File: src/rtl/instr_encoder_pkg.sv
// Shared format-select encodings, RISC-V opcode constants and the immediate
// range helper used by the instruction encoder and the immediate decoder.
package instr_encoder_pkg;

  typedef enum logic [1:0] {
    FMT_I = 2'b00,
    FMT_S = 2'b01,
    FMT_B = 2'b10,
    FMT_R = 2'b11
  } fmt_e;

  localparam logic [6:0] OPC_LOAD   = 7'b0000011;
  localparam logic [6:0] OPC_OP_IMM = 7'b0010011;
  localparam logic [6:0] OPC_STORE  = 7'b0100011;
  localparam logic [6:0] OPC_OP     = 7'b0110011;
  localparam logic [6:0] OPC_BRANCH = 7'b1100011;
  localparam logic [6:0] OPC_JALR   = 7'b1100111;

  // B offsets drop bit 0, so they must be even as well as in range
  function automatic logic imm_fits(input fmt_e fmt, input logic [31:0] imm);
    logic ok;
    ok = 1'b1;
    case (fmt)
      FMT_I, FMT_S: ok = (imm[31:11] == {21{imm[31]}});
      FMT_B:        ok = (imm[31:12] == {20{imm[31]}}) && (imm[0] == 1'b0);
      default:      ok = 1'b1;
    endcase
    return ok;
  endfunction

endpackage

File: src/rtl/instr_encoder_imm_packer.sv
// Combinational packer: scatters register fields and immediate bits into a
// 32-bit RISC-V word according to the selected format.
module imm_packer
  import instr_encoder_pkg::*;
(
  input  fmt_e        sel,
  input  logic [6:0]  opcode,
  input  logic [2:0]  funct3,
  input  logic [6:0]  funct7,
  input  logic [4:0]  rd,
  input  logic [4:0]  rs1,
  input  logic [4:0]  rs2,
  input  logic [12:0] imm,
  output logic [31:0] word
);

  // format-driven field placement
  always_comb begin
    word = 32'h0000_0000;
    case (sel)
      FMT_I:   word = {imm[11:0], rs1, funct3, rd, opcode};
      FMT_S:   word = {imm[11:5], rs2, rs1, funct3, imm[4:0], opcode};
      FMT_B:   word = {imm[12], imm[10:5], rs2, rs1, funct3, imm[4:1], imm[11], opcode};
      FMT_R:   word = {funct7, rs2, rs1, funct3, rd, opcode};
      default: word = 32'h0000_0000;
    endcase
  end

endmodule

File: src/rtl/instr_encoder.sv
// Instruction encoder: one-deep output register with valid/ready handshake,
// word address counter and optional immediate range rejection (IMM_RANGE_CHECK_EN).
module instr_encoder
  import instr_encoder_pkg::*;
#(
  parameter logic [31:0] BASE_ADDR = 32'h0000_0000
) (
  input  logic        clk,
  input  logic        rst,
  input  logic        clear,
  input  logic        in_valid,
  output logic        in_ready,
  input  logic [1:0]  selectLine,
  input  logic [6:0]  opcode,
  input  logic [2:0]  funct3,
  input  logic [6:0]  funct7,
  input  logic [4:0]  rd,
  input  logic [4:0]  rs1,
  input  logic [4:0]  rs2,
  input  logic [31:0] immediate,
  output logic        out_valid,
  input  logic        out_ready,
  output logic [31:0] instruction,
  output logic [31:0] out_addr,
  output logic        err,
  output logic [7:0]  err_cnt
);

  logic        out_valid_q, out_valid_d;
  logic [31:0] instr_q, instr_d;
  logic [31:0] addr_q, addr_d;
  logic [31:0] packed_s;
  logic        fire_s, accept_s, reject_s;

  imm_packer u_packer (
    .sel    (fmt_e'(selectLine)),
    .opcode (opcode),
    .funct3 (funct3),
    .funct7 (funct7),
    .rd     (rd),
    .rs1    (rs1),
    .rs2    (rs2),
    .imm    (immediate[12:0]),
    .word   (packed_s)
  );

  assign fire_s   = out_valid_q && out_ready;
  assign in_ready = (!out_valid_q || out_ready) && !clear;
  assign accept_s = in_valid && in_ready;

  // output register and address counter next-state
  always_comb begin
    out_valid_d = out_valid_q;
    instr_d     = instr_q;
    addr_d      = addr_q;
    if (clear) begin
      out_valid_d = 1'b0;
      addr_d      = BASE_ADDR;
    end else begin
      if (fire_s) begin
        out_valid_d = 1'b0;
        addr_d      = addr_q + 32'd4;
      end else begin
        addr_d      = addr_q;
      end
      if (accept_s && !reject_s) begin
        out_valid_d = 1'b1;
        instr_d     = packed_s;
      end else begin
        instr_d     = instr_q;
      end
    end
  end

  // output register and address counter state
  always_ff @(posedge clk or posedge rst) begin
    if (rst) begin
      out_valid_q <= 1'b0;
      instr_q     <= 32'h0000_0000;
      addr_q      <= BASE_ADDR;
    end else begin
      out_valid_q <= out_valid_d;
      instr_q     <= instr_d;
      addr_q      <= addr_d;
    end
  end

  assign out_valid   = out_valid_q;
  assign instruction = instr_q;
  assign out_addr    = addr_q;

`ifdef IMM_RANGE_CHECK_EN
  logic       err_q, err_d;
  logic [7:0] err_cnt_q, err_cnt_d;

  // rejected bundles are still consumed, so they use the normal accept path
  assign reject_s = accept_s && !imm_fits(fmt_e'(selectLine), immediate);

  // reject pulse and saturating reject count next-state
  always_comb begin
    err_d     = reject_s;
    err_cnt_d = err_cnt_q;
    if (clear) begin
      err_d     = 1'b0;
      err_cnt_d = 8'h00;
    end else if (reject_s && (err_cnt_q != 8'hFF)) begin
      err_cnt_d = err_cnt_q + 8'd1;
    end else begin
      err_cnt_d = err_cnt_q;
    end
  end

  // reject status state
  always_ff @(posedge clk or posedge rst) begin
    if (rst) begin
      err_q     <= 1'b0;
      err_cnt_q <= 8'h00;
    end else begin
      err_q     <= err_d;
      err_cnt_q <= err_cnt_d;
    end
  end

  assign err     = err_q;
  assign err_cnt = err_cnt_q;
`else
  logic unused_imm_hi_s;

  assign reject_s        = 1'b0;
  assign err             = 1'b0;
  assign err_cnt         = 8'h00;
  assign unused_imm_hi_s = ^immediate[31:13];
`endif

endmodule

File: config.mk
export PLATFORM = sky130hd
export DESIGN_NAME = instr_encoder
export DESIGN_NICKNAME = d
export VERILOG_FILES = /design/src/rtl/instr_encoder_pkg.sv /design/src/rtl/instr_encoder_imm_packer.sv /design/src/rtl/instr_encoder.sv
export SDC_FILE = /design/constraint.sdc
export NUM_CORES = 1
export LEC_CHECK = 0
export ABC_CLOCK_PERIOD_IN_PS = 2400
export BUFFER_PORTS_ARGS = -buffer_cell sky130_fd_sc_hd__buf_2
export CORE_AREA = 2 2 64 127
export CTS_CLUSTER_DIAMETER = 60
export DETAILED_ROUTE_END_ITERATION = 12
export DIE_AREA = 0 0 66 129
export GPL_ROUTABILITY_DRIVEN = 0
export PLACE_DENSITY = 0.74
export SLEW_MARGIN = 5
export SYNTH_ARGS = -nofsm -noshare
export SYNTH_HDL_FRONTEND = slang
export SYNTH_HIERARCHICAL = 1
export SYNTH_SLANG_ARGS = --single-unit
export TNS_END_PERCENT = 50
File: constraint.sdc
create_clock -name clk -period 2.4 [get_ports clk]
set_input_delay 0.48 -clock clk [delete_from_list [all_inputs] [get_ports clk]]
set_output_delay 0.48 -clock clk [all_outputs]
set_load 0.01 [all_outputs]
==> results.json, run 1 <==
{
  "regToRegSetupSlack_ns": 0.28,
  "finalSetupTns_ns": 0,
  "reg2regPathDepth": 4,
  "syn2layout_area_growth_pct": 24.1,
  "p_per_area_nw_per_um2": 687,
  "dpl_cell_area_um2": 3820,
  "cts_hold_buf": 0,
  "cts_buffer_depth": 2,
  "yosysSeqAreaShare_pct": 47.8,
  "ys.flop_type": "dfrtp_1",
  "multiInputGateArea_um2": 1480,
  "drt-initial-drc-count": 122,
  "crit_path_end": "out_addr[31]",
  "r2r-start": "out_addr[4]",
  "ir_worst_vdd_mv": 0.371,
  "route.vias.total": 2616,
  "cp.arrival_ns": 2.32,
  "synthTopCellsByArea": "dfrtp_1 48%, mux2_2 15%, buf_4 5.9%",
  "fin_crit_sh_pct": 88.4,
  "synth_top_area_cell": "dfrtp_1",
  "cellLeakagePower_uw": 0.00192,
  "place_hpwl_mm": 5.75,
  "layout.cells.non_filler": 499,
  "finalHoldViolations": 0,
  "die_w_um": 66,
  "rsz0062_at_grt": "false",
  "antenna_left": 0,
  "overflow": 0,
  "cts_made_buffers": 9,
  "grt_max_degree": 33,
  "io_pins": 146,
  "dp_cells": 483,
  "grt_pass1_wl_mm": 12.0,
  "die-height_um": 129,
  "critPathLaunchType": "register",
  "timing.final.crit_period_ns": 2.12,
  "cts_tree": "done",
  "synth-edff-count": 0,
  "synth_warnings": 6,
  "core_um2": 7540,
  "antenna_found_initial": 0,
  "wl_per_cell_um": 15.0,
  "synth_common_cells": "63 x dfrtp_1, 45 x mux2_2, 26 x buf_4, 19 x a21oi_1, 17 x nor2_1",
  "clk_latency_ns": 0.32,
  "post-place-ws_ns": 0.230,
  "max_freq_mhz": 472,
  "grtUsageTotal_pct": 18.4,
  "rows": 45,
  "avgSynthCellArea_um2": 11.1,
  "dieArea_um2": 8510,
  "post_cts_resized": 0,
  "required_ns": 2.60,
  "worstSetupPathType": "register to register",
  "reg2reg_to": "out_addr[31]",
  "end_kind": "register",
  "cp-startpoint": "out_addr[4]",
  "seqCellArea_um2": 1580,
  "synth_top_area_share_pct": 47.8,
  "async_flop_share_pct": 100,
  "drc": 0,
  "diodes": 0,
  "drive_above_1_share_pct": 48.4,
  "synth.distinct_cells": 40,
  "clock_skew_ns": 0.00618,
  "htreeDepth": 3,
  "fin_ws_ns": 0.279,
  "grt_pass1_vias": 2675,
  "setup_viol": 0,
  "final_cell_area_um2": 4100,
  "drv_slew": 0,
  "cp_max_fo": 10,
  "clkTransAtPathRegs_ns": 0.05,
  "start_util_pct": 43.7,
  "routed_via_density": 5.24,
  "fillCellCount": 694,
  "wl_mm": 7.49,
  "final_nets": 472,
  "status": "finished, final reports clean",
  "clock-sinks": 63,
  "hp-class": "input port to async pin",
  "drv_cap": 0,
  "syn_area_um2": 3300,
  "yosysMostFrequentCell": "dfrtp_1",
  "post_cts_buffers": 0,
  "synth-seq-cells": 63,
  "drtPass1Iterations": 4,
  "synthCells": 297,
  "cts_root_buf": "clkbuf_16",
  "portBuffers": 115
}
-- layout by cell type (no fill, tap or decap), types with 2 or more instances in the layout --
cell and count:
and4_1 2, nand4_1 6, nor4_1 4, inv_1 2
or4_1 11, buf_2 115, and2_1 2, nor2_1 17
a21oi_1 19, nor2b_1 2, nor3_1 2, xnor2_1 7
xor2_1 4, buf_4 6, o31ai_1 9, clkinv_2 4
clkbuf_8 2, and3_2 2, mux2_2 45, nand3_1 10
or3_1 4, clkbuf_16 9, dfrtp_1 63, mux2i_1 4
conb_1 11, or3_2 5, nand2_1 15, mux2_1 3
o21ai_0 7
-- logic make-up (layout without fill, tap and decap cells) --
logic type	count (synthesis)	after routing	synth area share (%)
and+or+nand+nor	89	89	15.8
DFF	63	63	47.8
muxes	52	52	17.6
buffers and inverters	43	141	8.68
AOI/OAI and AO/OA	36	36	6.25
xor gates and xnor gates	12	12	3.41
adders and majority gates	1	1	0.379
other	1	11	0.114
-- worst min path at each step --
stage,to,slack (ns),cells past startpoint
3_5_place_dp,out_addr[27],0.48,2
2_1_floorplan,instruction[17],0.53,1
4_1_cts,out_addr[23],0.13,2
6_report,out_addr[27],0.13,2
5_1_grt,out_addr[27],0.16,2
3_3_place_gp,out_addr[27],0.47,2
-- sequential cells by signal (all words and copies together) (netlist names) --
name / cells
out_valid: 1
out_addr: 30
instruction: 32
-- per-stage QoR --
| stage | util, % | power [uW] | hold slack [ns] |
|---|---|---|---|
| 2_1_floorplan | - | 1500 | 0.529 |
| 3_3_place_gp | 50.6 | 1650 | 0.469 |
| 3_5_place_dp | 50.6 | 1660 | 0.478 |
| 4_1_cts | 54.3 | 2860 | 0.131 |
| 5_1_grt | 54.3 | 2960 | 0.160 |
| 6_report | 54.3 | 2810 | 0.128 |
-- area by class of cell --
class,instances,share of cell area [%]
timing repair buffer,122,15.6
inverter,3,0.275
tap,94,2.87
clock buffer,12,6.26
sequential,63,38.5
clock inverter,4,0.489
multi-input combinational,201,36.0
-- worst max-delay path: stages (launching register included) --
cell	delay (ns)
dfrtp_1	0.44
nand3_1	0.21
or3_2	0.63
nor4_1	0.35
mux2_2	0.38
-- where the power goes --
group | switching (uW) | internal [uW] | total, uW
registers | 49.6 | 1170 | 1220
clock network | 430 | 746 | 1180
logic | 203 | 217 | 420
total | 683 | 2130 | 2810
-- metal layers --
metal	GRT usage [%]	share of wire [%]
met5	0	0
met4	7.44	1.7
met3	3.76	5.3
met2	36.9	59
met1	17.1	34
Power figures use the tool's default switching activity.
==> run 2, diff against run 1 <==
==> constraint.sdc (replaced) <==
create_clock -name clk -period 2.4 [get_ports clk]
set_input_delay 0.12 -clock clk [delete_from_list [all_inputs] [get_ports clk]]
set_output_delay 0.12 -clock clk [all_outputs]
set_load 0.01 [all_outputs]
==> run 2 against run 1 <==
Effect of this change:
- first-iteration DRC count grew 7.4%
- largest cell class unchanged
- critical path type unchanged
- clock power grew 8%
- count of clock-buffer cells in the layout shrank 1
- non-clock buffer count shrank 1
- total power grew 3.6%
- sequential power is essentially flat
- critical endpoint unchanged
- global-route usage is essentially flat
- maximum frequency shrank 0.37%
- critical path depth is the same
- sequential share of layout area shrank 0.15 points
==> results.json, run 2 (same netlist as run 1, synthesis figures left out) <==
{
  "drive_above_1_share_pct": 48.1,
  "cts_root_buf": "clkbuf_16",
  "worstSetupPathType": "register to register",
  "drv_slew": 0,
  "layout_commonest_cell": "buf_2",
  "drv_cap": 0,
  "core_um2": 7540,
  "r2r-start": "out_addr[13]",
  "cts_buffer_depth": 2,
  "reg2reg_to": "out_addr[31]",
  "post-place-ws_ns": 0.313,
  "post_cts_resized": 0,
  "end_kind": "register",
  "clock-sinks": 63,
  "route.vias.total": 2619,
  "wl_per_cell_um": 15.2,
  "slowest_stage": "or4_1",
  "overflow": 0,
  "routed_via_density": 5.27,
  "rows": 45,
  "reg2regPathDepth": 4,
  "wl_mm": 7.56,
  "min_to": "instruction[17]",
  "hp-class": "input port to register",
  "rsz0062_at_grt": "false",
  "clkTransAtPathRegs_ns": 0.05,
  "max_freq_mhz": 470,
  "finalHoldViolations": 0,
  "routed.top_layer": "met4",
  "ir_worst_vdd_mv": 0.478,
  "grt_max_degree": 35,
  "dr_wl_met3_um": 476,
  "dpl_cell_area_um2": 3810,
  "cellLeakagePower_uw": 0.00193,
  "met1_length_mm": 2.70,
  "start_util_pct": 43.7,
  "syn2layout_area_growth_pct": 24.6,
  "grt_pass1_vias": 2511,
  "antenna_found_initial": 0,
  "diodes": 0,
  "drt-initial-drc-count": 131,
  "cp_max_fo": 9,
  "final_cell_mix": "115 x buf_2, 63 x dfrtp_1, 45 x mux2_2",
  "p_per_area_nw_per_um2": 709,
  "slowest_delay_ns": 0.72,
  "seqCellArea_um2": 1580,
  "wl_met2_mm": 4.21,
  "final_nets": 471,
  "dieArea_um2": 8510,
  "fillCellCount": 675,
  "portBuffers": 115,
  "place_hpwl_mm": 5.62,
  "hold_depth": 2,
  "fin_crit_sh_pct": 88.7,
  "min_from": "rs1[2]",
  "critPathLaunchType": "register",
  "die_w_um": 66,
  "maxSlewHeadroom_pct": 56.2,
  "status": "finished, final reports clean",
  "crit_chain": "nand3_1 > or4_1 > nor4_1 > mux2_2",
  "cp.arrival_ns": 2.34,
  "grt_pass1_wl_mm": 11.9,
  "regToRegSetupSlack_ns": 0.27,
  "drtPass1Iterations": 4,
  "fin_ws_ns": 0.272,
  "antenna_left": 0,
  "cts_tree": "done",
  "htreeDepth": 3,
  "tightest_slew_ns": 0.655,
  "final_cell_area_um2": 4110,
  "drc": 0,
  "setup_viol": 0,
  "post_cts_buffers": 0,
  "io_pins": 146,
  "largest_register_ffs": 32,
  "grtUsageTotal_pct": 18.4,
  "clock_skew_ns": 0.00482,
  "cts_made_buffers": 9,
  "multiInputGateArea_um2": 1480,
  "die-height_um": 129,
  "cts_hold_buf": 1,
  "finalSetupTns_ns": 0,
  "required_ns": 2.61,
  "clk_latency_ns": 0.33,
  "timing.final.crit_period_ns": 2.13
}
==> run 2: final cells by class <==
class	instances	share of cell area (%)
clock inverter	4	1.09
timing repair buffer	121	15.5
clock buffer	11	6.14
inverter	3	0.274
sequential	63	38.3
tap	94	2.86
multi-input combinational	201	35.9
==> run 2: how the worst max path moves through the flow <==
stage	slack (ns)	end	start	cells after the start
2_1_floorplan	0.31	out_addr[24]	out_addr[2]	6
3_3_place_gp	0.34	out_addr[31]	out_addr[11]	4
3_5_place_dp	0.31	out_addr[31]	out_addr[13]	4
4_1_cts	0.30	out_addr[31]	out_addr[13]	4
5_1_grt	0.17	out_addr[31]	out_addr[13]	4
6_report	0.27	out_addr[31]	out_addr[13]	4
==> run 2: power breakdown <==
group          internal, uW  switching [uW]
combinational           216             204
clock                   847             431
sequential             1170            49.2
total                  2230             684
==> run 2: critical path, delay by kind of cell (launching register included) <==
| kind | cells | cell delay (ns) |
|---|---|---|
| and+or+nand+nor | 3 | 1.22 |
| DFF | 1 | 0.43 |
| muxes | 1 | 0.37 |
==> run 2: per-layer routing <==
layer	up-vias	global-route usage, %
met5	-	0
met4	0	10.7
met3	17	4.11
met2	116	34.1
met1	1252	18.1
li1	1234	-
==> run 2: per-stage QoR <==
stage,std cells,utilization [%],power [uW],hold slack (ns)
final,497,54.5,2910,0.0189
after global routing,497,54.5,3040,0.00800
after CTS,497,54.5,2960,0.00671
after detailed placement,481,50.4,1660,0.245
after global placement,481,50.4,1650,0.231
after floorplan,307,-,1500,0.250
